`src/rtl/dmem_arbiter.sv`:
```
// Round-robin arbiter giving a core LSU (port 0) and a debug/DMA master (port 1) shared access to a single-port data memory.
// Latency: grant and memory drive are combinational; read data returns with a one-cycle rvalid pulse the cycle after acceptance.
// Backpressure: a port that loses arbitration sees ready low and must hold its request stable until it is granted.
module dmem_arbiter #(
  parameter int N    = 32,
  parameter int ADDR = 5
) (
  input  logic            clk_i,
  input  logic            rst_ni,
  input  logic            req0_valid_i,
  input  logic            req0_we_i,
  input  logic [ADDR-1:0] req0_addr_i,
  input  logic [N-1:0]    req0_wdata_i,
  output logic            req0_ready_o,
  output logic            req0_rvalid_o,
  output logic [N-1:0]    req0_rdata_o,
  input  logic            req1_valid_i,
  input  logic            req1_we_i,
  input  logic [ADDR-1:0] req1_addr_i,
  input  logic [N-1:0]    req1_wdata_i,
  output logic            req1_ready_o,
  output logic            req1_rvalid_o,
  output logic [N-1:0]    req1_rdata_o,
  output logic [ADDR-1:0] mem_addr_o,
  output logic [N-1:0]    mem_st_data_o,
  output logic            mem_st_en_o,
  input  logic [N-1:0]    mem_ld_data_i
);

  // last_grant = 1 means port 1 won most recently, so port 0 wins the next tie
  logic         last_grant;
  logic         grant0;
  logic         grant1;
  logic         rvalid0;
  logic         rvalid1;
  logic [N-1:0] rdata0;
  logic [N-1:0] rdata1;

  // Grant: a lone requester always wins; on a tie the port that did not win last time wins
  always_comb begin
    grant0 = req0_valid_i & (~req1_valid_i | last_grant);
    grant1 = req1_valid_i & (~req0_valid_i | ~last_grant);
  end

  assign req0_ready_o = grant0;
  assign req1_ready_o = grant1;

  // Memory drive: pass the winner's request through, park everything at zero when idle
  always_comb begin
    mem_addr_o    = '0;
    mem_st_data_o = '0;
    mem_st_en_o   = 1'b0;
    if (grant0) begin
      mem_addr_o    = req0_addr_i;
      mem_st_data_o = req0_wdata_i;
      mem_st_en_o   = req0_we_i;
    end else if (grant1) begin
      mem_addr_o    = req1_addr_i;
      mem_st_data_o = req1_wdata_i;
      mem_st_en_o   = req1_we_i;
    end
  end

  // Round-robin pointer: remember the winner of each accepted transfer, hold when idle
  always_ff @(posedge clk_i or negedge rst_ni) begin
    if (!rst_ni) begin
      last_grant <= 1'b1;
    end else if (grant0) begin
      last_grant <= 1'b0;
    end else if (grant1) begin
      last_grant <= 1'b1;
    end
  end

  // Read response: capture combinational load data at the accept edge, pulse rvalid for one cycle
  always_ff @(posedge clk_i or negedge rst_ni) begin
    if (!rst_ni) begin
      rvalid0 <= 1'b0;
      rvalid1 <= 1'b0;
      rdata0  <= '0;
      rdata1  <= '0;
    end else begin
      rvalid0 <= grant0 & ~req0_we_i;
      rvalid1 <= grant1 & ~req1_we_i;
      if (grant0 && !req0_we_i) begin
        rdata0 <= mem_ld_data_i;
      end
      if (grant1 && !req1_we_i) begin
        rdata1 <= mem_ld_data_i;
      end
    end
  end

  assign req0_rvalid_o = rvalid0;
  assign req1_rvalid_o = rvalid1;
  assign req0_rdata_o  = rdata0;
  assign req1_rdata_o  = rdata1;

endmodule

```
`config.mk`:
```
export PLATFORM = sky130hd
export DESIGN_NAME = dmem_arbiter
export DESIGN_NICKNAME = d
export VERILOG_FILES = /design/src/rtl/dmem_arbiter.sv
export SDC_FILE = /design/constraint.sdc
export NUM_CORES = 1
export LEC_CHECK = 0
export BUFFER_PORTS_ARGS = -buffer_cell sky130_fd_sc_hd__buf_2
export CELL_PAD_IN_SITES_DETAIL_PLACEMENT = 0
export CELL_PAD_IN_SITES_GLOBAL_PLACEMENT = 1
export CORE_UTILIZATION = 33
export DETAILED_ROUTE_END_ITERATION = 6
export GPL_TIMING_DRIVEN = 1
export MAX_ROUTING_LAYER = met4
export PLACE_DENSITY_LB_ADDON = 0.2
export SLEW_MARGIN = 10
export SYNTH_ARGS = -nofsm -noshare
export SYNTH_HDL_FRONTEND = slang
export SYNTH_SLANG_ARGS = --single-unit
```
`constraint.sdc`:
```
create_clock -name clk_i -period 2.36 [get_ports clk_i]
set_clock_uncertainty 0.05 [all_clocks]
set_input_delay 0.236 -clock clk_i [delete_from_list [all_inputs] [get_ports clk_i]]
set_output_delay 0.236 -clock clk_i [all_outputs]
set_load 0.02 [all_outputs]
```
# [Yosys cells after proc, flatten, opt, wreduce, memory -nomap -nowiden]
# Cells that the tools add are included.
[classes] eq_ne=0 order_cmp=0 mul=0 shift=0 n_mux=8 add_sub_neg=0 n_bitwise=11 n_reduce_logical=5 div_mod_pow=0
[ops] operator="$mux W32" count=2
[ops] operator="$mux W5" count=2
[ops] operator="$not A1 Y1" count=5
[ops] operator="$and A1 B1 Y1" count=4
[ops] operator="$mux W1" count=4
[ops] operator="$logic_and A1 B1 Y1" count=2
[ops] operator="$logic_not A1 Y1" count=2
[ops] operator="$or A1 B1 Y1" count=2
[ops] operator="$reduce_bool A2 Y1" count=1
[word_totals] latchBits=0 memories=0 input_bits=112 word_cells=29 regBits=67 mem_bits_rw=0 rom_bits=0

# [Logic depth before layout (Yosys ltp)]
# Gate-level depths: netlist (run 1).
[depth] ltp_word=5 mapped_depth=5 mapped_depth_nobuf=4

# [Least setup slack after synthesis (run 1)]
# Ideal clock, no wire load.
[synth_path] path_kind="register to output" startpoint="reg last_grant" endpoint="out mem_st_data_o[22]" t_required_ns=2.074 path_stages_with_launch=5 arrival_time_ns=1.350 path_slack_ns=0.724 path_cell_list="dfstp_2 -> nand2b_1 -> and2_1 -> buf_2 -> a22o_1"
[synth_between] word_cells_on_any_way=7 classes_between="2 x mux; 5 x bitwise"
[synth_lines] element="start: declaration" line="31" rtl="logic last_grant;"
[synth_lines] element="start signal: assignment" line="67" rtl="last_grant <= 1'b1;"
[synth_lines] element="start signal: assignment" line="69" rtl="last_grant <= 1'b0;"
[synth_lines] element="start signal: assignment" line="71" rtl="last_grant <= 1'b1;"
[synth_lines] element="$or A1 B1 Y1" line="41" rtl="grant0 = req0_valid_i & (~req1_valid_i | last_grant);"
[synth_lines] element="$and A1 B1 Y1" line="41"
[synth_lines] element="via req0_ready_o" line="14" rtl="output logic req0_ready_o,"
[synth_lines] element="$mux W32" line="53" rtl="if (grant0) begin"
[synth_lines] element="end: declaration" line="25" rtl="output logic [N-1:0] mem_st_data_o,"
# The timed path passes the listed nets, and every way through them passes these cells.

# [Worst setup path in the final report (run 1)]
[layout_path] startpoint="reg last_grant" endpoint="out mem_st_data_o[18]"
[layout_between] elab_chain_len=5 word_cells_on_any_way=7 classes_between="2 x mux; 5 x bitwise"
[layout_lines] element="$not A1 Y1" line="42" rtl="grant1 = req1_valid_i & (~req0_valid_i | ~last_grant);"
[layout_lines] element="$or A1 B1 Y1" line="42"
[layout_lines] element="$and A1 B1 Y1" line="42"
[layout_lines] element="$mux W32" line="57" rtl="end else if (grant1) begin"
[layout_lines] element="$mux W32 (*)" line="53"
# Mark *: on every way between the ends. The rest lies on a longest branch, timed or not.

==> results of run 1 <==
[cell families (layout without fill, tap and decap cells)]
family,after synthesis,after routing,synth area share [%]
muxes,64,64,27.63
AOI/OAI and AO/OA,40,40,11.62
and+or+nand+nor,5,5,1.126
buffers and inverters,16,242,3.750
DFF,67,67,55.88
[metrics by stage]
stage               instances  power, mW
floorplan                 192      2.305
global placement          509      2.791
detailed placement        509      2.809
CTS                       526      3.722
global route              526      3.869
finish                    526      3.657
[routing by layer]
metal / GRT usage, % / vias to the layer above / wire, um
li1: - / 1164 / -
met1: 23.46 / 1206 / 3801
met2: 31.47 / 121 / 4404
met3: 5.180 / 8 / 579
met4: 4.525 / 0 / 74
met5: - / - / 0
[cells in the mapped netlist]
cell / n / area [um^2]
a21boi_2: 1 / 11.26
a22o_1: 38 / 332.8
and2_1: 1 / 6.260
buf_2: 6 / 30.03
buf_6: 6 / 67.56
clkbuf_1: 2 / 7.510
dfrtp_1: 66 / 1652
dfstp_2: 1 / 26.28
inv_1: 1 / 3.750
inv_2: 1 / 3.750
mux2_1: 3 / 33.78
mux2_2: 32 / 360.4
mux2_4: 29 / 435.4
nand2_2: 1 / 6.260
nand2b_1: 1 / 6.260
nor2b_1: 1 / 6.260
nor2b_2: 1 / 8.760
o21ai_0: 1 / 5.000
[sequential cells by signal, indices dropped and copies added, names as in the netlist]
signal         cells
req0_rdata_o      32
req0_rvalid_o      1
req1_rvalid_o      1
last_grant         1
req1_rdata_o      32
[cell type report]
cell class / count / share of cell area [%]
inverters: 2 / 0.1713
clock inverters: 5 / 0.8279
repair buffers: 224 / 26.41
clock buffers: 11 / 3.454
well taps: 108 / 3.083
multi-input cells: 109 / 27.78
flip-flops and latches: 67 / 38.28
[power by group through the flow]
stage,combinational (mW),sequential [mW],clock [mW]
5_1_grt,1.36,1.53,0.985
2_1_floorplan,0.506,1.80,0
4_1_cts,1.30,1.50,0.927
3_3_place_gp,1.28,1.51,0
6_report,1.28,1.49,0.882
3_5_place_dp,1.29,1.52,0
[cells in the final DEF, fill, tap and decap left out, drive strengths merged]
cell,n
nand2,1
inv,3
and2,1
o21ai,1
buf,223
a21boi,1
dlygate4sd3,1
clkbuf,11
mux2,64
clkinv,4
dfstp,1
a22o,38
nand2b,1
dfrtp,66
nor2b,2
[path summary, 6_finish.rpt]
check	start	endpoint	slack (ns)	cells past startpoint
max in group asynchronous	rst_ni	req0_rdata_o[13]	1.23	3
min in group asynchronous	rst_ni	req1_rdata_o[30]	0.40	2
min	req0_valid_i	last_grant	0.08	2
max reg2reg	last_grant	req1_rdata_o[13]	0.80	4
min reg2reg	req1_rdata_o[31]	req1_rdata_o[31]	0.44	1
max	last_grant	mem_st_data_o[18]	0.20	5
[timing repair]
action	in CTS	in global routing
endpoints found under the hold margin	22	0
gates resized for setup	0	1
setup buffers	0	0
setup endpoints to repair	0	5
hold buffers	1	0
==> results_dict.tcl, run 1 <==
set metrics [dict create \
    tritoncts_clock_tree "yes" \
    crit_family "flip-flops" \
    seq_power_share_pct 40.8 \
    clk_latency_ns 0.32 \
    starting_density_of_the_core_pct 34.27 \
    antenna_violations_before_repair 0 \
    synth.net_count 304 \
    critPathArrivalTime_ns 1.87 \
    post_route_cells_drive_above_1_share_pct 72.97 \
    p_sw_share_pct 34.70 \
    core-area_um2 8763 \
    globalplace.congestion 0.7215 \
    cell_internal_pwr_mw 2.388 \
    regArea_um2 1678 \
    syn2layout_area_growth_pct 45.96 \
    achievable-frequency_ghz 0.4635 \
    ctsLongestPathBuffers 2 \
    synth.avg_cell_area_um2 15.64 \
    dieArea_um2 9485 \
    crit_path_cell_trace "nand2b_1, and2_1, buf_6, a22o_1, buf_2" \
    clock_sinks 67 \
    setup_ws_post_layout_ns 0.2025 \
    synthDistinctLibCells 18 \
    required_ns 2.07 \
    worst_path_largest_cell_delay_ns 0.55 \
    post_drt_via_cell_ratio 4.751 \
    timing.max_slew.rel_slack_pct 60.60 \
    top_level_ports 218 \
    finished_cell_area_um2 4383 \
    power.combinational.fraction_pct 35.0 \
    firstDrtPassIters 4 \
    finalCriticalPeriod_ns 2.157 \
    finalWirelength_um 8860 \
    grt_max_degree 45 \
    critical_path_buf_inv_count 2 \
    maxSlewViolCount 0 \
    worst_setup_hold_path_clk_slew_ns 0.07 \
    die_width_um 97.39 \
    finalHoldViolCount 0 \
    slowest_cell_on_the_critical_path "dfstp_2" \
    finalCritPeriodShare_pct 91.42 \
    detail_route.wl_per_cell_um 16.84 \
    place.port_buffers 217 \
    cts-htree-levels 3 \
    setup_violations 0 \
    worst_setup_path_start_kind "flip-flop" \
    clockPowerShare_pct 24.1 \
    netSwitchingPower_mw 1.269 \
    cp-end-kind "output pin" \
    syn-cell-area_um2 3003 \
    post_placement_setup_slack_ns 0.4650 \
    worst_slew_pin_slew_ns 0.5911 \
    drc 0 \
    placement.cell_area_um2 4182 \
    total_leakage_power_nw 2.348 \
    crit_fanout 38 \
    yosys_warnings 0 \
    postSynthCellCount 192 \
    max-vdd-ir-drop_v 0.0004935 \
    cts-buffers-inserted 9 \
    via_count_of_the_first_global_routing_pass 2572 \
    fin_tns_setup_ns 0 \
    worstHoldPathType "input pin to flip-flop" \
    max_cap_viol_count 0 \
    power_density_nw_per_um2 834.5 \
    detailedPlacementHpwl_um 6885 \
    detail_route_antenna_nets 0 \
    grt_setup_unrepaired "false" \
    grt_first_pass_wirelength_um 13700 \
    synth_seq_cells 67 \
    finish.utilization_pct 50.01 \
    floorplan.rows 34 \
    final.fill_count 849 \
    drt_iter0_drc 52 \
    run_status "finished clean" \
    grt_remaining_overflow 0 \
    whs_ns 0.08314 \
    detailroute.via_count 2499 \
    timing.setup.critical_path_class "flip-flop to output pin" \
    num-nets-final 525 \
    multi_input_comb_area_um2 1217 \
    dieHeight_um 97.39 \
    global_routing_usage_summed_across_all_routing_layers_pct 19.12 \
    synth_sequential_area_ratio_pct 55.88 \
    cts_root_buffer "clkbuf_8" \
    diodes_inserted 0 \
]
(Power assumes the default switching activity.)
==> inputs of run 2 (changes only) <==
Settings changed: CORE_ASPECT_RATIO set to 0.9, PLACE_DENSITY set to 0.95, PLACE_DENSITY_LB_ADDON 0.2 to unset.
==> run 2 against run 1 <==
Effect of this change: maximum frequency rose by 1.0%; largest cell class unchanged; first-iteration DRC count rose by 12%; via count rose by 2.1%; cell count rose by 2.5%; largest power group unchanged; non-clock buffer count rose by 2; combinational power barely moved; sequential power barely moved; critical endpoint is now mem_st_data_o[2]; critical path depth did not move; design area rose by 0.94%; clock-buffer cell count fell by 1; core utilization rose by 0.91 points.
==> results_dict.tcl, run 2 (same netlist as run 1, synthesis figures left out) <==
set metrics [dict create \
    run_status "finished clean" \
    clk_latency_ns 0.33 \
    slowest_cell_on_the_critical_path "dfstp_2" \
    finalCriticalPeriod_ns 2.135 \
    ctsLongestPathBuffers 2 \
    floorplan.rows 32 \
    post-cts-setup-buffers 0 \
    top_usage_layer "met2" \
    final.fill_count 772 \
    cts_root_buffer "clkbuf_8" \
    max_cap_viol_count 0 \
    tritoncts_clock_tree "yes" \
    worstHoldPathType "input pin to flip-flop" \
    critical_path_buf_inv_count 2 \
    post_route_cells_drive_above_1_share_pct 72.86 \
    detail_route.wl_per_cell_um 16.11 \
    place.port_buffers 217 \
    fin_tns_setup_ns 0 \
    crit_family "flip-flops" \
    starting_density_of_the_core_pct 34.56 \
    postCtsResizedCells 0 \
    grt_remaining_overflow 0 \
    die_width_um 102.6 \
    setup_violations 0 \
    timing.setup.critical_path_class "flip-flop to output pin" \
    num-nets-final 527 \
    drc 0 \
    worst_setup_path_start_kind "flip-flop" \
    global_routing_usage_summed_across_all_routing_layers_pct 18.65 \
    antenna_violations_before_repair 0 \
    required_ns 2.07 \
    worst_slew_pin_slew_ns 0.4159 \
    multi_input_comb_area_um2 1217 \
    detailedPlacementHpwl_um 6772 \
    max-vdd-ir-drop_v 0.0004990 \
    detailroute.via_count 2551 \
    globalplace.congestion 0.8662 \
    cts-htree-levels 3 \
    critPathArrivalTime_ns 1.85 \
    finalCritPeriodShare_pct 90.47 \
    finalWirelength_um 8682 \
    crit_path_cell_trace "nand2b_1, and2_1, buf_4, a22o_1, buf_2" \
    power_mw 3.822 \
    grt_max_degree 40 \
    firstDrtPassIters 4 \
    layout_commonest_cell "buf_2" \
    grt_setup_unrepaired "false" \
    drt_iter0_drc 58 \
    achievable-frequency_ghz 0.4683 \
    via_count_of_the_first_global_routing_pass 2519 \
    globalRouteMet2Util_pct 31.67 \
    total_leakage_power_nw 2.355 \
    diodes_inserted 0 \
    core-area_um2 8688 \
    syn2layout_area_growth_pct 47.33 \
    crit_fanout 30 \
    layout_common_cells "buf_2 (217), dfrtp_1 (66), a22o_1 (38)" \
    grt.met3_usage_pct 4.377 \
    timing.max_slew.rel_slack_pct 72.27 \
    finalHoldViolCount 0 \
    post_drt_via_cell_ratio 4.733 \
    cp-end-kind "output pin" \
    maxSlewViolCount 0 \
    top_level_ports 218 \
    dieArea_um2 9485 \
    grt_first_pass_wirelength_um 12890 \
    detail_route_antenna_nets 0 \
    dieHeight_um 92.50 \
    worst_setup_hold_path_clk_slew_ns 0.07 \
    power_density_nw_per_um2 863.9 \
    regArea_um2 1678 \
    worst_path_largest_cell_delay_ns 0.55 \
    grtUsageMet1_pct 21.81 \
    clock_sinks 67 \
    cts-buffers-inserted 9 \
]
==> run 2: final timing paths <==
path / from / end / slack, ns / depth (start not counted)
setup / recovery: last_grant / mem_st_data_o[2] / 0.22 / 5
min in group asynchronous: rst_ni / req1_rdata_o[16] / 0.20 / 2
hold reg to reg: req1_rdata_o[0] / req1_rdata_o[0] / 0.45 / 1
setup reg to reg: last_grant / req0_rdata_o[1] / 0.66 / 4
hold / removal: req0_valid_i / last_grant / 0.07 / 2
max in group asynchronous: rst_ni / last_grant / 1.43 / 3
==> run 2: worst register-to-register path, cell delays in order, from the launching register on <==
cell and delay (ns):
dfstp_2 0.55, nand2b_1 0.15, nand2_2 0.21, inv_2 0.26, mux2_2 0.37
==> run 2: cell type report <==
type / instances / area share, %
clock buffer: 10 / 2.885
clock inverter: 6 / 2.008
inverter: 2 / 0.1697
multi-input combinational: 109 / 27.52
sequential: 67 / 37.92
tap: 119 / 3.365
timing repair buffer: 226 / 26.13
==> run 2: per-layer routing <==
| metal | routed length, um | part of all wire [%] |
|---|---|---|
| met1 | 3705 | 43 |
| met2 | 4309 | 50 |
| met3 | 545 | 6.3 |
| met4 | 122 | 1.4 |
| met5 | 0 | 0 |
==> run 2: what timing repair did <==
item	in CTS	in global routing
hold buffers	1	0
endpoints found under the hold margin	66	0
endpoints found under the setup margin	0	0
==> run 2: power by group <==
group | total, mW | leakage, nW | switching [mW] | internal (mW)
sequential | 1.50 | 0.789 | 0.124 | 1.38
combinational | 1.27 | 1.46 | 0.700 | 0.566
clock | 1.05 | 0.103 | 0.456 | 0.597
==> run 2: through the flow <==
stage          hold WS (ns)  worst slack (ns)  std cells  area (um^2)  util [%]
6_report            0.06555            0.2248        539         4424     50.92
5_1_grt             0.05913           0.09843        539         4424     50.92
4_1_cts             0.04350            0.1860        539         4424     50.92
3_5_place_dp      0.0009396            0.5778        522         4198     48.32
3_3_place_gp      -0.001777            0.6191        522         4198     48.32
2_1_floorplan       -0.1096            0.7238        192         3003         -
